### config.mk
export PLATFORM = sky130hd
export DESIGN_NAME = uart_tx
export DESIGN_NICKNAME = d
export VERILOG_FILES = /design/src/rtl/uart_tx.sv
export SDC_FILE = /design/constraint.sdc
export NUM_CORES = 1
export LEC_CHECK = 0
export BUFFER_PORTS_ARGS = -buffer_cell sky130_fd_sc_hd__buf_2
export CAP_MARGIN = 5
export CELL_PAD_IN_SITES_DETAIL_PLACEMENT = 1
export CELL_PAD_IN_SITES_GLOBAL_PLACEMENT = 2
export CORE_MARGIN = 2
export CORE_UTILIZATION = 34
export CTS_BUF_LIST = sky130_fd_sc_hd__clkbuf_2
export CTS_CLUSTER_SIZE = 8
export DETAILED_ROUTE_END_ITERATION = 6
export PLACE_DENSITY_LB_ADDON = 0.12
export SLEW_MARGIN = 20
export SYNTH_ARGS = -nofsm -noshare
export SYNTH_HDL_FRONTEND = slang
export SYNTH_SLANG_ARGS = --single-unit
### constraint.sdc
create_clock -name clk -period 1.8 [get_ports clk]
set_input_delay 0.36 -clock clk [delete_from_list [all_inputs] [get_ports clk]]
set_output_delay 0.36 -clock clk [all_outputs]
set_load 0.05 [all_outputs]
### src/rtl/uart_tx.sv
// 8N1 UART transmitter: 1 start bit, 8 data bits LSB first, 1 stop bit, CLKS_PER_BIT cycles each.
// All outputs are registered; en low freezes an in-flight frame. The DONE state clears done and returns to IDLE even when en is low.
module uart_tx #(
  parameter int CLKS_PER_BIT = 16
) (
  input  logic       clk,
  input  logic       rst,
  input  logic       en,
  input  logic       start,
  input  logic [7:0] in,
  output logic       out,
  output logic       done,
  output logic       busy
);

  typedef enum logic [2:0] {
    IDLE  = 3'd0,
    START = 3'd1,
    DATA  = 3'd2,
    STOP  = 3'd3,
    DONE  = 3'd4
  } state_t;

  localparam logic [15:0] LAST_CNT = 16'(CLKS_PER_BIT - 1);

  state_t      state;
  logic [15:0] cnt;
  logic [2:0]  bit_idx;
  logic [7:0]  shreg;

  always_ff @(posedge clk) begin
    if (rst) begin
      state   <= IDLE;
      out     <= 1'b1;
      busy    <= 1'b0;
      done    <= 1'b0;
      cnt     <= '0;
      bit_idx <= '0;
      shreg   <= '0;
    end else begin
      case (state)
        IDLE, DONE: begin
          // DONE behaves like IDLE for one cycle, so a back-to-back start is taken here
          done  <= 1'b0;
          state <= IDLE;
          if (start && en) begin
            shreg <= in;
            out   <= 1'b0;
            busy  <= 1'b1;
            cnt   <= '0;
            state <= START;
          end
        end

        START: begin
          if (en) begin
            if (cnt == LAST_CNT) begin
              cnt     <= '0;
              out     <= shreg[0];
              bit_idx <= '0;
              state   <= DATA;
            end else begin
              cnt <= cnt + 16'd1;
            end
          end
        end

        DATA: begin
          if (en) begin
            if (cnt == LAST_CNT) begin
              cnt <= '0;
              if (bit_idx == 3'd7) begin
                out   <= 1'b1;
                state <= STOP;
              end else begin
                // shreg[0] always holds the bit currently on the line
                shreg   <= {1'b0, shreg[7:1]};
                out     <= shreg[1];
                bit_idx <= bit_idx + 3'd1;
              end
            end else begin
              cnt <= cnt + 16'd1;
            end
          end
        end

        STOP: begin
          if (en) begin
            if (cnt == LAST_CNT) begin
              cnt   <= '0;
              busy  <= 1'b0;
              done  <= 1'b1;
              out   <= 1'b1;
              state <= DONE;
            end else begin
              cnt <= cnt + 16'd1;
            end
          end
        end

        default: begin
          state <= IDLE;
          out   <= 1'b1;
          busy  <= 1'b0;
          done  <= 1'b0;
        end
      endcase
    end
  end

endmodule

==> results.txt <==
----------------------------------------------------
[Worst setup path]
  CP Launch Type ... register
  Reg2reg setup slack ... 120 ps
  Endpoint type of the worst setup path ... register
  Worst path cell trace ... nand4_2 > nor2_1 > a31oi_1 > a2111oi_1
  Data arrival time of the worst path ... 2000 ps
  Startpoint-to-endpoint class of the critical path ... reg2reg
  Delay of the slowest cell on the worst path ... 520 ps
  Cell type of the slowest stage on the worst timing path ... sky130_fd_sc_hd__dfxtp_1
  Largest fanout on the critical path ... 9
  Required arrival time at the worst endpoint ... approximately 2100 ps

[Final layout]
  Top library cells by usage in the layout, fill and taps aside ... sky130_fd_sc_hd__buf_4, sky130_fd_sc_hd__dfxtp_1, sky130_fd_sc_hd__nand2_1
  Final core utilization ... 42.0%
  Number of diodes added for antenna fixing ... 0
  Most common library cell in the layout ignoring fill and taps ... sky130_fd_sc_hd__buf_4
  Area grow syn2layout ... 20.9%
  Final std cells w/o fill ... about 350
  Proportion of layout cells with a drive suffix above 1 ... 27.0%
  Number of nets in the layout ... 288

[Synth]
  Fraction of the mapped netlist area in adder cells ... roughly 1.8%
  Number of nets produced by synthesis ... between 200 and 300
  Cell Area, Synth ... between 2000 and 2500 µm²
  Largest family of logic cells by synthesized area ... simple AND/OR/NAND/NOR gates
  Synth Area in Simple Gates ... 33.4%
  Mean area per synthesized cell ... 8.58 µm²
  Mapped Cells ... 237
  Post-synth cell types ... 59
  Most used flip-flop cell after synthesis ... sky130_fd_sc_hd__dfxtp_1
  Proportion of synthesized flip-flops having asynchronous set or reset ... 0%
  Ys Warns ... 0
  Compound-gate portion of the synthesized area ... 22.8%
  Xor and xnor area share after synthesis ... 0%
  Number of synthesized flops with an enable pin ... 0
  Sequential element share of the synthesized area ... 32.5%
  Number of flip-flops and latches in the synthesized netlist ... 33
  Fraction of synthesized area in multiplexers ... just over 3%

[GRT]
  Initial antenna violation count ... 0
  Vias in the first global route ... 1962
  Grt met3 use ... approximately 3.7%
  Met1 usage in global routing ... 30.3%
  Maximum number of pins on one net before global-route repair ... 15
  Wire length of the first global-routing pass ... 10300 µm
  Layer with the highest usage ... met2
  Grt ovf ... 0
  Global routing usage on met2 ... just over 30%
  Overall fraction of global-route tracks in use ... between 20 and 25%

[STA]
  Worst-Margin Slew ... 615 ps
  Final Max Slew Viols ... 0
  Sum Neg Setup Slack ... 0 ps
  Rel. slew slack ... 58.8%
  Worst setup slack after layout ... around 120 ps
  Fraction of the cycle the final worst path needs ... 93.5%
  Setup repair after global routing missed its margin ... yes
  Post-layout minimum cycle time ... 1680 ps
  Total setup violations reported at the end of the flow ... 0
  Worst Skew ... approximately 28 ps
  Fmax ... 0.594 GHz
  Hold violation count in the final report ... 0

[Status]
  Result of the run ... complete, no violations

[Routing]
  Detailed-route via count ... 2032
  Routed Antenna Nets ... 0
  Post-detailed-route wirelength per cell ... 17.9 µm
  Starting DRT DRC Count ... 71
  Length of the first detailed-routing pass in iterations ... 4
  Post-Route WL ... 6250 µm
  Per-cell via count in the routed design ... 5.82
  Remaining design rule violation count ... 0

[Die]
  Die outline area ... between 6000 and 7000 µm²
  Core footprint ... a little under 6000 µm²
  Cell Rows ... 28
  Number of primary I/O pins ... 15
  Initial standard-cell utilization of the core ... 34.8%
  Height of the die ... 81.4 µm
  Die Width ... 81.4 µm

[Clock tree]
  Clock transition at the registers of the reported paths ... between 200 and 250 ps
  Count of hold buffers inserted by post-cts repair ... 0
  TritonCTS clock tree ... built
  Depth of the CTS H-tree ... 2
  Clock insertion delay at the later pin of the skew report ... 410 ps
  Number of clock buffers inserted by TritonCTS ... 5
  Number of buffers between clock root and the deepest sink ... 2
  Clk root buf ... sky130_fd_sc_hd__clkbuf_2
  # clock sinks ... 33

[Power]
  Power density over the cells ... 656 nW/µm²
  Post-route total power ... 1.61 mW
  Worst IR Drop VDD ... 0.292 mV
  Leakage power summed over all cells ... 0.896 nW

[Placement]
  Final estimated routing congestion in global placement ... 0.790
  Worst setup timing slack at the placement stage ... 63.8 ps
  Placed wire-length estimate ... 4500 µm
  Placed cells ... 340
  Quantity of I/O buffers inserted on ports ... 14

[Job]
  Number of violations of the max-capacitance limit ... 0

[Min path]
  Kind of path behind the tightest hold check ... in2reg

----------------------------------------------------
## registers in the layout, indices dropped and copies added, names as in the netlist
name / cells
cnt: 16
shreg: 8
bit_idx: 3
state: 3
busy: 1
done: 1
out: 1
## worst max-delay path: cells and delay by family, from the launching register on
kind             cells  cell delay, ps
AO/OA/AOI/OAI        2             510
flip-flops           1             520
AND/OR/NAND/NOR      2             580
## power breakdown
part / switching [mW] / leakage [nW] / internal (mW)
Clock: 0.303 / 0.0529 / 0.372
Sequential: 0.0146 / 0.267 / 0.748
Combinational: 0.110 / 0.576 / 0.0655
Total: 0.428 / 0.896 / 1.19
## kinds of logic (layout without fill, tap and decap cells)
| group | after synthesis | count (layout) |
|---|---|---|
| and+or+nand+nor | 105 | 105 |
| AOI/OAI and AO/OA | 64 | 64 |
| DFF | 33 | 33 |
| buffers and inverters | 26 | 63 |
| muxes | 6 | 6 |
| adders and majority gates | 3 | 3 |
## final timing paths
path | endpoint | cells after the start | start
worst min-delay path | shreg[2] | 3 | in[2]
worst max-delay path | cnt[12] | 4 | cnt[6]
worst min register to register | bit_idx[1] | 2 | bit_idx[1]
worst max register to register | cnt[12] | 4 | cnt[6]
## cell usage after synthesis (2+ instances only)
cell type,number,area share (%)
sky130_fd_sc_hd__ha_1,3,1.8
sky130_fd_sc_hd__a211oi_1,2,0.74
sky130_fd_sc_hd__buf_2,11,2.7
sky130_fd_sc_hd__clkbuf_1,6,1.1
sky130_fd_sc_hd__a31oi_1,7,2.2
sky130_fd_sc_hd__nor3_1,7,1.7
sky130_fd_sc_hd__nand3_1,17,4.2
sky130_fd_sc_hd__o211ai_1,9,3.3
sky130_fd_sc_hd__and4_1,3,1.3
sky130_fd_sc_hd__nor4bb_1,2,0.98
sky130_fd_sc_hd__inv_1,6,1.1
sky130_fd_sc_hd__a2bb2oi_1,2,0.86
sky130_fd_sc_hd__nand2_1,18,3.3
sky130_fd_sc_hd__o21ai_1,2,0.49
sky130_fd_sc_hd__o21ai_0,3,0.74
sky130_fd_sc_hd__a21oi_1,14,3.4
sky130_fd_sc_hd__nand4b_1,4,1.7
sky130_fd_sc_hd__mux2i_1,4,2.0
sky130_fd_sc_hd__nand4_1,16,4.9
sky130_fd_sc_hd__a32oi_1,9,3.9
sky130_fd_sc_hd__o31a_1,2,0.86
sky130_fd_sc_hd__buf_6,2,1.1
sky130_fd_sc_hd__nor2_1,13,2.4
sky130_fd_sc_hd__nor4_4,3,3.1
sky130_fd_sc_hd__dfxtp_1,33,32
sky130_fd_sc_hd__nor4_1,6,1.8
## stage by stage
stage	hold WS [ps]	cell area, µm²
final	152	2460
after global routing	117	2460
after CTS	132	2450
after detailed placement	460	2360
after global placement	450	2360
after floorplan	438	2030
## final cells by class
cell class / count / area [µm²]
repair buffers: 49 / 345
inverters: 6 / 22.5
clock inverters: 3 / 65.1
multi-input cells: 178 / 1250
clock buffers: 5 / 25.0
flip-flops and latches: 33 / 661
well taps: 75 / 93.8
fillers: 699 / 3390
## per-layer routing
layer	wire (µm)	part of all wire, %
met1	3320	53
met2	2750	44
met3	117	1.9
met4	61	0.98
met5	0	0
## repair_timing
action                     4_1_cts  5_1_grt
setup buffers                    0        1
setup endpoints to repair        0        8
resized for setup                0        2
Note: power is estimated with default switching activity, not from simulation.
